--- src/rtl/pprm_subbytes_sequencer_if.sv ---
// Bundles the sequencer's request, S-box and result signals.
// Latency: none; the interface is only a set of wires.
// Backpressure: none; start is accepted only while ready is high.
//
// Signals
//   start, block_in  : request from the round controller
//   ready            : sequencer idle and able to take a request
//   sbox_x, sbox_x_valid : byte stream into the shared pipelined S-box
//   sbox_y           : S-box result, fixed latency after sbox_x
//   block_out, valid : substituted state and its one-cycle completion pulse
//
// Modports
//   slave  : the sequencer itself
//   master : the environment (round controller plus S-box instance)

interface pprm_subbytes_sequencer_if;
    logic         start;
    logic [127:0] block_in;
    logic         ready;
    logic [7:0]   sbox_x;
    logic         sbox_x_valid;
    logic [7:0]   sbox_y;
    logic [127:0] block_out;
    logic         valid;

    modport slave (
        input  start,
        input  block_in,
        input  sbox_y,
        output ready,
        output sbox_x,
        output sbox_x_valid,
        output block_out,
        output valid
    );

    modport master (
        output start,
        output block_in,
        output sbox_y,
        input  ready,
        input  sbox_x,
        input  sbox_x_valid,
        input  block_out,
        input  valid
    );
endinterface

--- src/rtl/pprm_subbytes_sequencer.sv ---
// Byte-serial SubBytes controller: streams 16 state bytes through one shared PPRM S-box.
// Latency: 17+SBOX_LAT cycles from accepted start to the valid pulse; one block per 17+SBOX_LAT cycles.
// Backpressure: none; start is taken only in IDLE (ready high) and otherwise ignored, never queued.
//
// Ports
//   clk      : rising-edge clock
//   reset_n  : asynchronous active-low reset; also discards bytes in flight in the S-box
//   bus      : slave side of pprm_subbytes_sequencer_if (request, S-box stream, result)
//
// Byte k of a 128-bit state sits in bits [127-8k -: 8], so byte 0 is the MSB byte.

module pprm_subbytes_sequencer #(
    parameter int SBOX_LAT = 3
) (
    input  logic                       clk,
    input  logic                       reset_n,
    pprm_subbytes_sequencer_if.slave   bus
);

    // The in-flight tracker is SBOX_LAT bits deep and the collector index is
    // 4 bits, so the latency must fit between 1 and 15 cycles.
    generate
        if ((SBOX_LAT < 1) || (SBOX_LAT > 15)) begin : g_bad_sbox_lat
            $error("pprm_subbytes_sequencer: SBOX_LAT must be in 1..15");
        end
    endgenerate

    localparam logic [1:0] ST_IDLE  = 2'd0;
    localparam logic [1:0] ST_ISSUE = 2'd1;
    localparam logic [1:0] ST_DRAIN = 2'd2;

    logic [1:0]          state_q,       state_d;
    logic [127:0]        block_q,       block_d;
    logic [3:0]          issue_ctr_q,   issue_ctr_d;
    logic [3:0]          collect_ctr_q, collect_ctr_d;
    logic [SBOX_LAT-1:0] vld_sr_q,      vld_sr_d;
    logic [127:0]        result_q,      result_d;
    logic [127:0]        block_out_q,   block_out_d;
    logic                valid_q,       valid_d;

    logic                issue_vld;
    logic                tail_vld;
    logic                last_capture;
    logic [6:0]          issue_lsb;
    logic [6:0]          collect_lsb;

    // Byte k lives at bit offset 8*(15-k); for a 4-bit k, 15-k is simply ~k.
    always_comb begin
        issue_vld    = (state_q == ST_ISSUE);
        tail_vld     = vld_sr_q[SBOX_LAT-1];
        last_capture = tail_vld && (collect_ctr_q == 4'd15);
        issue_lsb    = {~issue_ctr_q, 3'b000};
        collect_lsb  = {~collect_ctr_q, 3'b000};
    end

    always_comb begin
        state_d       = state_q;
        block_d       = block_q;
        issue_ctr_d   = issue_ctr_q;
        collect_ctr_d = collect_ctr_q;
        result_d      = result_q;
        block_out_d   = block_out_q;
        valid_d       = 1'b0;

        // Issue side
        case (state_q)
            ST_IDLE: begin
                if (bus.start) begin
                    block_d       = bus.block_in;
                    issue_ctr_d   = 4'd0;
                    collect_ctr_d = 4'd0;
                    state_d       = ST_ISSUE;
                end
            end
            ST_ISSUE: begin
                issue_ctr_d = issue_ctr_q + 4'd1;
                if (issue_ctr_q == 4'd15) begin
                    state_d = ST_DRAIN;
                end
            end
            ST_DRAIN: begin
                // Leaving on the capture edge of byte 15 makes ready rise in
                // the same cycle as valid, allowing back-to-back blocks.
                if (last_capture) begin
                    state_d = ST_IDLE;
                end
            end
            default: begin
                state_d = ST_IDLE;
            end
        endcase

        // Collect side. The tracker's tail marks the cycle in which sbox_y
        // belongs to a byte we issued. It never fires in IDLE, so it cannot
        // fight the counter clear above.
        if (tail_vld) begin
            result_d[collect_lsb +: 8] = bus.sbox_y;
            collect_ctr_d              = collect_ctr_q + 4'd1;
        end

        // Publish the full state including the byte captured this cycle.
        if (last_capture) begin
            block_out_d = result_d;
            valid_d     = 1'b1;
        end

        // In-flight tracker: bit i set means a byte was issued i+1 cycles ago.
        vld_sr_d    = vld_sr_q << 1;
        vld_sr_d[0] = issue_vld;
    end

    always_ff @(posedge clk or negedge reset_n) begin
        if (!reset_n) begin
            state_q       <= ST_IDLE;
            block_q       <= '0;
            issue_ctr_q   <= '0;
            collect_ctr_q <= '0;
            vld_sr_q      <= '0;
            result_q      <= '0;
            block_out_q   <= '0;
            valid_q       <= 1'b0;
        end else begin
            state_q       <= state_d;
            block_q       <= block_d;
            issue_ctr_q   <= issue_ctr_d;
            collect_ctr_q <= collect_ctr_d;
            vld_sr_q      <= vld_sr_d;
            result_q      <= result_d;
            block_out_q   <= block_out_d;
            valid_q       <= valid_d;
        end
    end

    // sbox_x is forced to zero outside ISSUE so idle cycles toggle nothing
    // in the S-box pipeline.
    always_comb begin
        bus.ready        = (state_q == ST_IDLE);
        bus.sbox_x_valid = issue_vld;
        bus.sbox_x       = issue_vld ? block_q[issue_lsb +: 8] : 8'h00;
        bus.block_out    = block_out_q;
        bus.valid        = valid_q;
    end

endmodule

--- src/flat_wrapper.sv ---
// flat-port wrapper written by rule: the top's interface ports become plain ports
module pprm_subbytes_sequencer_flat 
#(
    parameter int SBOX_LAT = 3
)
  (clk, reset_n, bus_start, bus_block_in, bus_sbox_y, bus_ready, bus_sbox_x, bus_sbox_x_valid, bus_block_out, bus_valid);
  pprm_subbytes_sequencer_if bus_i ();
  input  logic clk;
  input  logic reset_n;
  input wire logic [$bits(bus_i.start)-1:0] bus_start;
  input wire logic [$bits(bus_i.block_in)-1:0] bus_block_in;
  input wire logic [$bits(bus_i.sbox_y)-1:0] bus_sbox_y;
  output wire logic [$bits(bus_i.ready)-1:0] bus_ready;
  output wire logic [$bits(bus_i.sbox_x)-1:0] bus_sbox_x;
  output wire logic [$bits(bus_i.sbox_x_valid)-1:0] bus_sbox_x_valid;
  output wire logic [$bits(bus_i.block_out)-1:0] bus_block_out;
  output wire logic [$bits(bus_i.valid)-1:0] bus_valid;
  assign bus_i.start = bus_start;
  assign bus_i.block_in = bus_block_in;
  assign bus_i.sbox_y = bus_sbox_y;
  assign bus_ready = bus_i.ready;
  assign bus_sbox_x = bus_i.sbox_x;
  assign bus_sbox_x_valid = bus_i.sbox_x_valid;
  assign bus_block_out = bus_i.block_out;
  assign bus_valid = bus_i.valid;
  pprm_subbytes_sequencer #(.SBOX_LAT(SBOX_LAT)) u_core (.clk(clk), .reset_n(reset_n), .bus(bus_i));
endmodule
--- config.mk ---
export PLATFORM = sky130hd
export DESIGN_NAME = pprm_subbytes_sequencer_flat
export DESIGN_NICKNAME = d
export VERILOG_FILES = /design/src/rtl/pprm_subbytes_sequencer_if.sv /design/src/rtl/pprm_subbytes_sequencer.sv /design/src/flat_wrapper.sv
export SDC_FILE = /design/constraint.sdc
export NUM_CORES = 1
export LEC_CHECK = 0
export CORE_UTILIZATION = 59
export CTS_BUF_LIST = sky130_fd_sc_hd__clkbuf_2
export DETAILED_ROUTE_END_ITERATION = 8
export PLACE_DENSITY_LB_ADDON = 0.25
export SETUP_SLACK_MARGIN = 0.05
export SYNTH_ARGS = -nofsm -noshare
export SYNTH_HDL_FRONTEND = slang
export SYNTH_SLANG_ARGS = --single-unit
--- constraint.sdc ---
create_clock -name clk -period 3.3 [get_ports clk]
set_input_delay 0.66 -clock clk [delete_from_list [all_inputs] [get_ports clk]]
set_output_delay 0.66 -clock clk [all_outputs]
set_load 0.02 [all_outputs]
# After elaboration in Yosys (flattened, before gate mapping)
# Index checks and enable logic that the tools add are counted.
[totals] in_bits=139 out_inout_bits=139 word_cells=44 register_bits=398
[op_classes] addsub=3 n_bitwise=2 shift=3 muxes=12 reduce_logical=9 n_eq_ne=7
[op_table] op="$bwmux W128" n=1
[op_table] op="$mux W128" n=1
[op_table] op="$shift A8 B9 Y128 const A" n=1
[op_table] op="$shiftx A128 B8 Y8" n=1
[op_table] op="$shiftx A8 B9 Y128" n=1
[op_table] op="$mux W4" n=3
[op_table] op="$neg A7 Y9" n=1
[op_table] op="$add A4 B1 Y4 const B" n=2
[op_table] op="$eq A4 B4 Y1 const B" n=2
[op_table] op="$mux W8" n=1
[op_table] op="$not A4 Y4" n=2
[op_table] op="$pmux W4 S2" n=1
[op_table] op="$mux W2" n=3
[op_table] op="$pmux W2 S3" n=1
[op_table] op="$reduce_and A2 Y1" n=3
[op_table] op="$reduce_bool A2 Y1" n=3
[op_table] op="$ne A2 B2 Y1 const B" n=2
[op_table] op="$reduce_and A3 Y1" n=1
[op_table] op="$eq A2 B1 Y1 const B" n=1
[op_table] op="$eq A2 B2 Y1 const B" n=1
[op_table] op="$logic_not A2 Y1" n=1
[op_table] op="$ne A2 B1 Y1 const B" n=1
[op_table] op="$logic_and A1 B1 Y1" n=1
[op_table] op="$mux W1" n=1

# Logic depth before layout (Yosys ltp)
[logic_depth] depth_word=5 mapped_depth=9 ltp_nobuf=6

# Least setup slack after synthesis
# Ideal clock, no wire load.
[synth_path] path_type="register to output" startpoint="register u_core.state_q[1]" endpoint="output port bus_sbox_x[6]" path_stages_with_launch=8 setup_slack_ns=0.963 required_ns=2.640 arrival_time_ns=1.677 cell_sequence="dfrtp_1 > nand2b_1 > clkbuf_2 > clkinv_1 > and2_1 > clkbuf_1 > a32oi_1 > o211ai_1"
[synth_between] elab_chain_cells=2
[synth_rtl] item="start: declaration" line="pprm_subbytes_sequencer.sv:32" rtl="logic [1:0] state_q, state_d;"
[synth_rtl] item="start signal: assignment" line="pprm_subbytes_sequencer.sv:123" rtl="state_q <= state_d;"
[synth_rtl] item="$eq A2 B1 Y1" line="pprm_subbytes_sequencer.sv:49" rtl="issue_vld = (state_q == ST_ISSUE);"
[synth_rtl] item="named net bus_sbox_x_valid" line="flat_wrapper.sv:15" rtl="output wire logic [$bits(bus_i.sbox_x_valid)-1:0] bus_sbox_x_valid;"
[synth_rtl] item="$mux W8" line="pprm_subbytes_sequencer.sv:139" rtl="bus.sbox_x = issue_vld ? block_q[issue_lsb +: 8] : 8'h00;"
[synth_rtl] item="end: declaration" line="flat_wrapper.sv:14" rtl="output wire logic [$bits(bus_i.sbox_x)-1:0] bus_sbox_x;"
# The timed path passes the listed nets, and every way through them passes these cells.

# Worst setup path in the final report
[layout_path] startpoint="register u_core.issue_ctr_q[1]" endpoint="output port bus_sbox_x[4]"
[layout_between] elab_chain_cells=3
[layout_rtl] item="start: declaration" line="pprm_subbytes_sequencer.sv:34" rtl="logic [3:0] issue_ctr_q, issue_ctr_d;"
[layout_rtl] item="start signal: assignment" line="pprm_subbytes_sequencer.sv:125" rtl="issue_ctr_q <= issue_ctr_d;"
[layout_rtl] item="$not A4 Y4" line="pprm_subbytes_sequencer.sv:52" rtl="issue_lsb = {~issue_ctr_q, 3'b000};"
[layout_rtl] item="$shiftx A128 B8 Y8" line="pprm_subbytes_sequencer.sv:139"
[layout_rtl] item="$mux W8" line="pprm_subbytes_sequencer.sv:139"
# No other way between the ends.

==> impl_metrics.toml <==
[power]
p_sw_share_pct = 25.57
peakVddDrop_mv = 0.2134
pwr-share-comb_pct = 5.4
cellPowerDensity_nw_per_um2 = 413.6
internal_power_mw = 6.353
p_sw_mw = 2.183
p_clk_share_pct = 35.5
seq_power_share_pct = 59.1
p_leak_nw = 10.29

[clocking]
htreeDepth = 3
cts_sinks = 398
cts_tree = "built"
root_buffer = "clkbuf_2"
clkLatencyLatePin_ps = 920
path_clk_slew_ps = 120
cts_buffers = 96
cts_buffer_depth = 3

[critical_path]
crit_arrival_ps = 2610
crit_required_ps = 2640
regToRegSetupSlack_ps = 600
endpoint_kind = "output pin"
crit_type = "flop to output pin"
start_kind = "flop"
critical_path.max_fanout = 10
startpoint = "u_core.issue_ctr_q[1]$_DFFE_PN0P_"
r2r-start = "u_core.collect_ctr_q[0]$_DFFE_PN0P_"

[logic_synthesis]
synth_ff_type = "dfrtp_1"
synth_nets = 1738
synth_cell_types = 54
async_reset_ff_share_pct = 100.0
syn_area_um2 = 16520
yosys-top-cells-area = "dfrtp_1 60%, nand2_1 17%, mux2_2 4.7%"
synth_top_area_share_pct = 60.29
synth_warnings = 0
synthCells = 1595
synth_top_cell_by_area = "dfrtp_1"
ys_seq_elements = 398
syn_avg_cell_area_um2 = 10.36
synth-edff-count = 0
seq_area_frac_synth_pct = 60.29

[timing]
worst_pin_slew_ps = 826.5
whs_ps = 255.0
tns_ps = 0
setup-violations-final = 0
rsz0062_at_grt = "true"
setup_ws_ps = 28.49
fin_skew_ps = 80.75
fmax_ghz = 0.3057
period_minus_slack_ps = 3272
hold_viol = 0
max_slew_margin_pct = 44.73
slew_violations = 0
finalCritPeriodShare_pct = 99.14

[drt]
wire_per_inst_um = 17.31
routed_wl_um = 40520
drc_errors = 0
vias = 12600
post_drt_via_cell_ratio = 5.384
drt_pre_antenna_iters = 5
ant_nets = 0
dr.first_iter.drc_count = 899

[grt]
grt_max_degree = 100
grt-ovfl-total = 0
antenna_found_initial = 1
track_usage_pct = 29.12
grt_pass1_wl_um = 64480
grt_pass1_vias = 12670

[outcome]
outcome = "complete, no violations"

[placement]
post-dp-hpwl_um = 27780
pre_cts_ws_ps = 410.2
gp_congestion = 0.8613
placed_cells = 2176
portBuffers = 277

[worst_hold_path]
min_path_type = "primary input to flop"
min-delay-start = "bus_block_in[14]"

[floorplanning]
dieArea_um2 = 28670
design.core.area_um2 = 27180
pin_count = 278
core.rowCount = 60
start_util_pct = 60.78
die_w_um = 169.3
fp.dieH_um = 169.3

[final_layout]
fin_util_pct = 75.94
syn2layout_area_growth_pct = 24.94
drive_gt1_share_pct = 16.46
fin_cells = 2341
fin_nets = 2054

[flow_run]
maxCapViolations = 0
-- worst max-delay path: stages (launching register included) --
cell	delay, ps
dfrtp_2	450
buf_4	160
buf_16	130
mux4_2	540
nand3_1	110
o211ai_1	150
buf_4	200
-- flip-flops by register name, indices dropped and copies added (netlist names) --
signal,flops
u_core.block_q,128
u_core.bus.block_out,128
u_core.bus.valid,1
u_core.collect_ctr_q,4
u_core.issue_ctr_q,4
u_core.result_q,128
u_core.state_q,2
u_core.vld_sr_q,3
-- power by group through the flow --
| stage | clock (mW) | combinational (mW) | sequential [mW] |
|---|---|---|---|
| after detailed placement | 0 | 0.460 | 5.14 |
| after global routing | 3.35 | 0.510 | 5.05 |
| after CTS | 3.10 | 0.468 | 5.04 |
| final | 3.03 | 0.462 | 5.04 |
| after global placement | 0 | 0.449 | 5.13 |
| after floorplan | 0 | 0.128 | 5.10 |
-- metal layers --
metal / vias to the layer above / global-route usage [%] / part of all wire (%)
li1: 5863 / - / -
met1: 6087 / 37.36 / 40
met2: 558 / 48.60 / 50
met3: 96 / 5.294 / 6.8
met4: 0 / 13.28 / 3.3
met5: - / 0 / 0
-- what timing repair did --
action	4_1_cts	5_1_grt
hold buffers	1	0
pin swaps	2	2
setup buffers	2	5
cloned	1	0
setup endpoints to repair	8	7
resized for setup	52	6
endpoints found under the hold margin	90	0
-- layout make-up --
cell class | instances | area (um2)
Sequential cell | 398 | 9961
Fill cell | 1882 | 6538
Multi-Input combinational cell | 1082 | 6141
Timing Repair Buffer | 314 | 3201
Clock buffer | 128 | 640.6
Tap cell | 372 | 465.4
Clock inverter | 27 | 155.1
Inverter | 19 | 72.57
Antenna cell | 1 | 2.502
-- cell usage in the layout, fill, tap and decap left out, types with 8 or more instances in the layout --
cell type        synthesis  layout
mux2_4                   8       8
mux2i_1                 33      29
dfrtp_1                398     397
o31ai_1                 17      17
buf_4                    7      23
and2_1                  10       9
clkinv_1                 1      17
o21ai_0                 76      76
mux2_2                  69      69
clkdlybuf4s50_1          0     268
clkbuf_2                 1     128
mux4_2                  29      29
nand2_1                735     734
nor2_1                   9       8
a22o_1                  21      21
buf_12                   0      12
inv_1                   17      17
-- kinds of logic after synthesis --
group                    count (synthesis)  synth area share, %
AND/OR/NAND/NOR                        801                19.52
flip-flops                             398                60.29
multiplexers                           139                11.38
AO/OA/AOI/OAI                          134                5.120
buffers and inverters                  115                3.075
XOR/XNOR                                 4               0.3031
adder cells (fa/ha/maj)                  4               0.3030
-- cells in the mapped netlist (2+ instances only) --
cell / instances
a21oi_2: 3
a22o_1: 21
a32oi_1: 3
and2_1: 10
and3_1: 3
buf_2: 27
buf_4: 7
buf_6: 2
clkbuf_1: 58
dfrtp_1: 398
ha_1: 4
inv_1: 17
mux2_2: 69
mux2_4: 8
mux2i_1: 33
mux4_2: 29
nand2_1: 735
nand2_2: 2
nand2b_1: 6
nand3_1: 7
nand3b_1: 2
nand4_1: 3
nor2_1: 9
nor2b_1: 5
nor3_4: 4
o211ai_1: 3
o21ai_0: 76
o21ai_1: 2
o22ai_1: 5
o31ai_1: 17
or2_2: 3
xor2_1: 2
-- path summary, 6_finish.rpt --
check                      cells after the start                                     to
setup / recovery                               6                          bus_sbox_x[4]
hold / removal                                 3         u_core.block_q[14]$_DFFE_PN0P_
setup reg to reg                               5          u_core.result_q[21]$_DFF_PN0_
hold reg to reg                                0           u_core.vld_sr_q[2]$_DFF_PN0_
max in group asynchronous                      3         u_core.block_q[47]$_DFFE_PN0P_
min in group asynchronous                      2  u_core.bus.block_out[122]$_DFFE_PN0P_
-- stage by stage --
stage,power (mW),instance area [um2]
after global routing,8.915,20640
final,8.536,20640
after CTS,8.604,20580
after global placement,5.579,19680
after detailed placement,5.596,19680
after floorplan,5.233,16520
No activity file was read; power rests on OpenSTA's default activity.
